--- src/rtl/seg7_pkg.sv ---
// Shared definitions for the BCD scan display: digit geometry, segment
// patterns (active-high, bit order {g,f,e,d,c,b,a}) and the scan FSM state.
package seg7_pkg;

    localparam int NUM_DIGITS  = 6;
    localparam int DIGIT_W     = 4;
    localparam int TOP_DIGIT_W = 5;
    localparam int BCD_W       = (NUM_DIGITS - 1) * DIGIT_W + TOP_DIGIT_W;

    localparam logic [6:0] SEG_0     = 7'h3F;
    localparam logic [6:0] SEG_1     = 7'h06;
    localparam logic [6:0] SEG_2     = 7'h5B;
    localparam logic [6:0] SEG_3     = 7'h4F;
    localparam logic [6:0] SEG_4     = 7'h66;
    localparam logic [6:0] SEG_5     = 7'h6D;
    localparam logic [6:0] SEG_6     = 7'h7D;
    localparam logic [6:0] SEG_7     = 7'h07;
    localparam logic [6:0] SEG_8     = 7'h7F;
    localparam logic [6:0] SEG_9     = 7'h6F;
    localparam logic [6:0] SEG_DASH  = 7'h40;
    localparam logic [6:0] SEG_BLANK = 7'h00;

    // ST_LOAD: first cycle out of reset, takes the initial snapshot.
    // ST_SCAN: free-running digit multiplexing.
    typedef enum logic [0:0] {
        ST_LOAD = 1'b0,
        ST_SCAN = 1'b1
    } scan_state_t;

    // Extract digit i from the packed word, zero-extended to the top-field width.
    function automatic logic [TOP_DIGIT_W-1:0] digit_field(
        input logic [BCD_W-1:0] bcd,
        input logic [2:0]       i
    );
        logic [TOP_DIGIT_W-1:0] f;
        case (i)
            3'd0:    f = {1'b0, bcd[0*DIGIT_W +: DIGIT_W]};
            3'd1:    f = {1'b0, bcd[1*DIGIT_W +: DIGIT_W]};
            3'd2:    f = {1'b0, bcd[2*DIGIT_W +: DIGIT_W]};
            3'd3:    f = {1'b0, bcd[3*DIGIT_W +: DIGIT_W]};
            3'd4:    f = {1'b0, bcd[4*DIGIT_W +: DIGIT_W]};
            3'd5:    f = bcd[BCD_W-1 -: TOP_DIGIT_W];
            default: f = {TOP_DIGIT_W{1'b0}};
        endcase
        return f;
    endfunction

endpackage

--- src/rtl/bcd_to_seg7.sv ---
// Combinational digit decoder: 0..9 map to their glyphs, anything above 9
// (hex nibbles A-F or the wide top field) shows a dash.
module bcd_to_seg7
    import seg7_pkg::*;
(
    input  logic [TOP_DIGIT_W-1:0] value,
    output logic [6:0]             pattern
);

    // Value to active-high segment pattern lookup.
    always_comb begin
        pattern = SEG_DASH;
        case (value)
            5'd0:    pattern = SEG_0;
            5'd1:    pattern = SEG_1;
            5'd2:    pattern = SEG_2;
            5'd3:    pattern = SEG_3;
            5'd4:    pattern = SEG_4;
            5'd5:    pattern = SEG_5;
            5'd6:    pattern = SEG_6;
            5'd7:    pattern = SEG_7;
            5'd8:    pattern = SEG_8;
            5'd9:    pattern = SEG_9;
            default: pattern = SEG_DASH;
        endcase
    end

endmodule

--- src/rtl/bcd_scan_display.sv ---
// Six-digit multiplexed 7-segment driver. Snapshots a packed BCD frame once
// per scan so the displayed digits never tear, applies a dead time at the
// start of every digit dwell, and blanks leading zeros.
module bcd_scan_display
    import seg7_pkg::*;
#(
    parameter int CLK_DIV     = 50000,
    parameter int DEAD_CYCLES = 500,
    parameter int SEG_ACT_LOW = 1,
    parameter int DIG_ACT_LOW = 1,
    parameter int BLANK_LZ    = 1
) (
    input  logic              Sys_CLK,
    input  logic              Sys_RST,
    input  logic [BCD_W-1:0]  Data_BCD,
    input  logic [5:0]        Dp_En,
    output logic [7:0]        Seg,
    output logic [5:0]        Dig_Sel,
    output logic              Frame_Start
);

    localparam int              PW       = (CLK_DIV > 1) ? $clog2(CLK_DIV) : 1;
    localparam logic [PW-1:0]   PRE_MAX  = PW'(CLK_DIV - 1);
    localparam logic [PW-1:0]   PRE_DEAD = PW'(DEAD_CYCLES);
    localparam logic [2:0]      IDX_LAST = 3'(NUM_DIGITS - 1);
    localparam logic [7:0]      SEG_OFF  = (SEG_ACT_LOW != 0) ? 8'hFF : 8'h00;
    localparam logic [5:0]      DIG_OFF  = (DIG_ACT_LOW != 0) ? 6'h3F : 6'h00;

    scan_state_t              state;
    scan_state_t              state_next;
    logic [PW-1:0]            pre;
    logic [PW-1:0]            pre_next;
    logic [2:0]               idx;
    logic [2:0]               idx_next;
    logic [BCD_W-1:0]         snap_bcd;
    logic [5:0]               snap_dp;
    logic                     load;
    logic                     wrap;
    logic [5:0]               blank;
    logic                     any_nz;
    logic [TOP_DIGIT_W-1:0]   field;
    logic [6:0]               pat7;
    logic [7:0]               seg_pat;
    logic [5:0]               dig_on;
    logic [7:0]               seg_next;
    logic [5:0]               dig_next;

    // Field for the digit currently being scanned.
    always_comb begin
        field = digit_field(snap_bcd, idx);
    end

    bcd_to_seg7 u_dec (
        .value   (field),
        .pattern (pat7)
    );

    // Leading-zero mask: a digit is blanked when it and every higher digit
    // are zero with no decimal point requested. Digit 0 always shows.
    always_comb begin
        blank  = 6'b000000;
        any_nz = 1'b0;
        for (int i = NUM_DIGITS - 1; i >= 0; i--) begin
            any_nz   = any_nz | (digit_field(snap_bcd, 3'(i)) != {TOP_DIGIT_W{1'b0}}) | snap_dp[i];
            blank[i] = (BLANK_LZ != 0) && (i != 0) && !any_nz;
        end
    end

    // FSM state register.
    always_ff @(posedge Sys_CLK) begin
        if (Sys_RST) begin
            state <= ST_LOAD;
        end else begin
            state <= state_next;
        end
    end

    // FSM next-state: one load cycle after reset, then scan forever.
    always_comb begin
        state_next = ST_LOAD;
        case (state)
            ST_LOAD: state_next = ST_SCAN;
            ST_SCAN: state_next = ST_SCAN;
            default: state_next = ST_LOAD;
        endcase
    end

    // FSM outputs: prescaler/index stepping, snapshot strobe and pin values.
    always_comb begin
        wrap     = (pre == PRE_MAX);
        seg_pat  = {snap_dp[idx], pat7};
        dig_on   = 6'b000001 << idx;
        load     = 1'b0;
        pre_next = pre;
        idx_next = idx;
        seg_next = SEG_OFF;
        dig_next = DIG_OFF;
        case (state)
            ST_LOAD: begin
                load     = 1'b1;
                pre_next = {PW{1'b0}};
                idx_next = 3'd0;
            end
            ST_SCAN: begin
                load = wrap && (idx == IDX_LAST);
                if (wrap) begin
                    pre_next = {PW{1'b0}};
                    idx_next = (idx == IDX_LAST) ? 3'd0 : idx + 3'd1;
                end else begin
                    pre_next = pre + PW'(1);
                    idx_next = idx;
                end
                if (blank[idx]) begin
                    seg_next = SEG_OFF;
                end else if (SEG_ACT_LOW != 0) begin
                    seg_next = ~seg_pat;
                end else begin
                    seg_next = seg_pat;
                end
                if ((pre >= PRE_DEAD) && !blank[idx]) begin
                    dig_next = (DIG_ACT_LOW != 0) ? ~dig_on : dig_on;
                end else begin
                    dig_next = DIG_OFF;
                end
            end
            default: begin
                load = 1'b0;
            end
        endcase
    end

    // Datapath and registered pins; reset aborts any frame in progress.
    always_ff @(posedge Sys_CLK) begin
        if (Sys_RST) begin
            pre         <= {PW{1'b0}};
            idx         <= 3'd0;
            snap_bcd    <= {BCD_W{1'b0}};
            snap_dp     <= 6'b000000;
            Frame_Start <= 1'b0;
            Seg         <= SEG_OFF;
            Dig_Sel     <= DIG_OFF;
        end else begin
            pre         <= pre_next;
            idx         <= idx_next;
            if (load) begin
                snap_bcd <= Data_BCD;
                snap_dp  <= Dp_En;
            end
            Frame_Start <= load;
            Seg         <= seg_next;
            Dig_Sel     <= dig_next;
        end
    end

endmodule

--- config.mk ---
export PLATFORM = sky130hd
export DESIGN_NAME = bcd_scan_display
export DESIGN_NICKNAME = d
export VERILOG_FILES = /design/src/rtl/seg7_pkg.sv /design/src/rtl/bcd_to_seg7.sv /design/src/rtl/bcd_scan_display.sv
export SDC_FILE = /design/constraint.sdc
export NUM_CORES = 1
export LEC_CHECK = 0
export BUFFER_PORTS_ARGS = -buffer_cell sky130_fd_sc_hd__buf_4
export CORE_MARGIN = 5
export CORE_UTILIZATION = 35
export DETAILED_ROUTE_END_ITERATION = 10
export REMOVE_ABC_BUFFERS = 1
export SETUP_SLACK_MARGIN = 0.5
export SLEW_MARGIN = 20
export SYNTH_ARGS = -nofsm -noshare
export SYNTH_HDL_FRONTEND = slang
export SYNTH_SLANG_ARGS = --single-unit
--- constraint.sdc ---
create_clock -name Sys_CLK -period 1.9 [get_ports Sys_CLK]
set_input_delay 0.57 -clock Sys_CLK [delete_from_list [all_inputs] [get_ports Sys_CLK]]
set_output_delay 0.57 -clock Sys_CLK [all_outputs]
set_load 0.02 [all_outputs]
==> summary.md <==
| Metric | Value |
|---|---|
| Status | `complete, no violations` |
| I/O Buffers | `47` |
| Initial antenna violation count | `0` |
| Pwr per Cell Area | `633 nW/um^2` |
| Adder-cell share of the synthesized area | `3.34%` |
| Top cell type by total area after synthesis | `dfxtp_1` |
| Fill count | `686` |
| Synth warnings | `0` |
| R2R Path Start | `idx[2]$_SDFFE_PP0P_` |
| Min Tclk post-route | `1830 ps` |
| Die area | `10,500 sq um` |
| Hold path startpoint | `Data_BCD[23]` |
| N_diodes | `0` |
| # H-tree levels | `3` |
| Setup tns final | `0 ps` |
| Routed Antenna Nets | `0` |
| Routed vias | `2,946` |
| Share of cells above drive strength 1 | `58.6%` |
| Clk Latency, worst-skew pair | `350 ps` |
| # IOs | `48` |
| XOR/XNOR Fraction of Synth Area | `3.80%` |
| Iter 0 DRT Violations | `175` |
| Clock buffer depth | `2` |
| Die height | `102 um` |
| Final hold violation count | `0` |
| Rows | `33` |
| WP data required | `2170 ps` |
| Multiplexer share of the synthesized area | `3.85%` |
| Post-Layout Inst Area | `5020 sq um` |
| R2R setup slack | `70 ps` |
| Pre-antenna DRT Iters | `4` |
| Max cap viols | `0` |
| Reg-to-Reg End | `Seg[3]$_SDFF_PP1_` |
| Max Slew Vio Count | `0` |
| Post-synth top area share | `44.1%` |
| Hpwl dp | `5240 um` |
| Mapped Avg Cell Area | `8.45 sq um` |
| Hold WC Path Type | `input pin to register` |
| WHS Endpoint | `snap_bcd[23]$_SDFFE_PP0P_` |
| Sequential area share after synthesis | `44.1%` |
| Post-synth top flop | `dfxtp_1` |
| TritonCTS clock tree | `done` |
| Startpoint Class | `register` |
| Core area | `8260 sq um` |
| Critical path class | `register to register` |
| Placed inst area | `3600 sq um` |
| Synth top area cells | `dfxtp_1, nand2_1, a21oi_1, ha_1, nor2_1` |
| Post-synthesis register bit count | `66` |
| Pleak | `1.92 nW` |
| Layout Skew | `7.63 ps` |
| Routed length per instance | `17.6 um` |
| CTS buffer count | `9` |
| Clk slew on worst S/H paths | `70 ps` |
| Crit path DAT | `2100 ps` |
| Final wirelength | `9820 um` |
| Mapped cell area | `2990 sq um` |
| Largest family of logic cells by synthesized area | `simple AND/OR/NAND/NOR gates` |
| Netlist cell types | `52` |
| Vias in the first global route | `2,945` |
| Async SR Flop Fraction | `0%` |
| Cell count after synthesis | `354` |
| Global-route wire length before repair | `14,500 um` |
| Number of synthesized flops with an enable pin | `0` |
| Max FO, Critical Path | `8` |
| # nets final | `488` |
| DRC | `0` |
| Initial Utilization | `36.2%` |
| Fmax | `547 MHz` |
| Largest net degree at the start of global routing | `34` |
| Worst-margin pin slew | `586 ps` |
| Worst setup EP type | `register` |
| DR vias/cell | `5.29` |
| All-layer global routing usage | `18.0%` |
| Root buffer cell | `clkbuf_8` |
| GPL Wtd Cong | `0.878` |
| Worst Hold Depth | `3` |
| Die span in x | `102 um` |
| Post-route clock period utilization | `96.2%` |
| # setup viols final | `0` |
| RSZ-0062 raised after global routing | `yes` |
| Compound-Gate Fraction of Synth Area | `13.6%` |
| Peak supply drop | `424 uV` |
| Area grow syn2layout | `67.8%` |
| CTS sink count | `66` |
| Slew Limit Headroom | `60.9%` |
| Area share of and/or/nand/nor cells after synthesis | `25.7%` |
| R2R cell count | `9` |
| Grt ovf | `0` |
metrics by stage:
| step | total power [mW] | hold slack (ps) | cells | utilization [%] | worst slack [ps] |
|---|---|---|---|---|---|
| 3_3_place_gp | 1.78 | 444 | 514 | 43.5 | -308 |
| 6_report | 3.18 | 464 | 557 | 60.8 | 73.1 |
| 5_1_grt | 3.30 | 458 | 557 | 60.8 | -27.4 |
| 3_5_place_dp | 1.79 | 451 | 514 | 43.6 | -59.9 |
| 2_1_floorplan | 1.63 | 422 | 336 | - | -366 |
| 4_1_cts | 3.11 | 461 | 551 | 55.3 | 130 |
state kept, by name (all words and copies together), names as in the netlist:
name         count
Frame_Start      1
snap_bcd        25
pre             16
snap_dp          6
Seg              8
idx              3
state            1
Dig_Sel          6
per-layer routing:
layer | GRT usage [%] | routed length, um | vias to the layer above
met1 | 21.7 | 3960 | 1424
met4 | 8.27 | 225 | 0
met3 | 4.37 | 617 | 18
met5 | 0 | 0 | -
met2 | 30.0 | 5020 | 100
li1 | - | - | 1404
final cells by class:
| type | count | area (sq um) | area share [%] |
|---|---|---|---|
| inverters | 14 | 56.3 | 1.12 |
| multi-input cells | 257 | 2300 | 45.8 |
| clock inverters | 4 | 51.3 | 1.02 |
| repair buffers | 99 | 986 | 19.6 |
| well taps | 105 | 131 | 2.62 |
| clock buffers | 12 | 145 | 2.89 |
| flip-flops and latches | 66 | 1350 | 26.9 |
synthesized netlist by cell type, drive strengths merged (3+ instances only):
master,count
o211ai,4
nor4bb,4
a21oi,37
ha,8
and4,3
nor2b,3
nor2,26
nor4,5
xor2,5
nand3,12
buf,13
or3,3
clkbuf,5
o21ai,6
mux2i,7
and3,4
nor3,5
nand4,5
dfxtp,66
xnor2,8
inv,13
nand2,83
cells by family (layout without fill, tap and decap cells):
logic type	after synthesis	in the layout
AO/OA/AOI/OAI	62	63
XOR/XNOR	13	13
adder cells (fa/ha/maj)	8	8
buffers and inverters	32	129
flip-flops	66	66
multiplexers	10	10
AND/OR/NAND/NOR	163	163
report_power, final:
| group | total [mW] | internal [mW] | switching [mW] |
|---|---|---|---|
| combinational | 0.511 | 0.250 | 0.261 |
| clock | 1.20 | 0.643 | 0.553 |
| sequential | 1.47 | 1.43 | 0.0446 |
| total | 3.18 | 2.32 | 0.858 |
worst max-delay path, cell delays in order (launching register included):
cell	delay, ps
dfxtp_4	390
buf_12	140
mux2i_2	270
nor2_2	60
a211oi_2	210
buf_4	190
ha_4	210
inv_2	40
mux2i_1	60
o211ai_1	180
worst max path at each step:
stage                              from                 to
global route        idx[0]$_SDFFE_PP0P_  Seg[5]$_SDFF_PP1_
CTS                 idx[0]$_SDFFE_PP0P_  Seg[0]$_SDFF_PP1_
global placement                Sys_RST  Seg[2]$_SDFF_PP1_
detailed placement  idx[1]$_SDFFE_PP0P_  Seg[5]$_SDFF_PP1_
finish              idx[2]$_SDFFE_PP0P_  Seg[3]$_SDFF_PP1_
floorplan           idx[2]$_SDFFE_PP0P_  Seg[5]$_SDFF_PP1_
repair_timing:
action	in CTS	in global routing
gates cloned	8	0
setup endpoints to repair	66	69
gates resized for setup	132	102
buffers inserted	13	6
hold buffers	0	0
pin swaps	100	20
layout by cell type, fill, tap and decap left out, types with 3 or more instances in the layout:
cell type / netlist / routed
nor2b_1: 3 / 3
buf_12: 0 / 4
inv_2: 0 / 5
or3_1: 3 / 3
dfxtp_1: 66 / 49
nor2_2: 0 / 5
nand2_1: 83 / 48
buf_6: 4 / 14
dfxtp_2: 0 / 13
dfxtp_4: 0 / 4
nor3_1: 5 / 4
a21oi_1: 37 / 3
nand2_4: 0 / 31
ha_1: 8 / 3
nor2_1: 26 / 11
xnor2_1: 8 / 7
ha_4: 0 / 5
buf_16: 0 / 5
xor2_1: 5 / 5
nand2_2: 0 / 3
nand3_1: 12 / 11
mux2i_1: 7 / 5
nand4_1: 5 / 5
a21oi_2: 0 / 34
clkbuf_8: 0 / 10
nor2_4: 0 / 10
inv_1: 13 / 7
buf_4: 2 / 73
o211ai_1: 4 / 4
(Power assumes the default switching activity.)
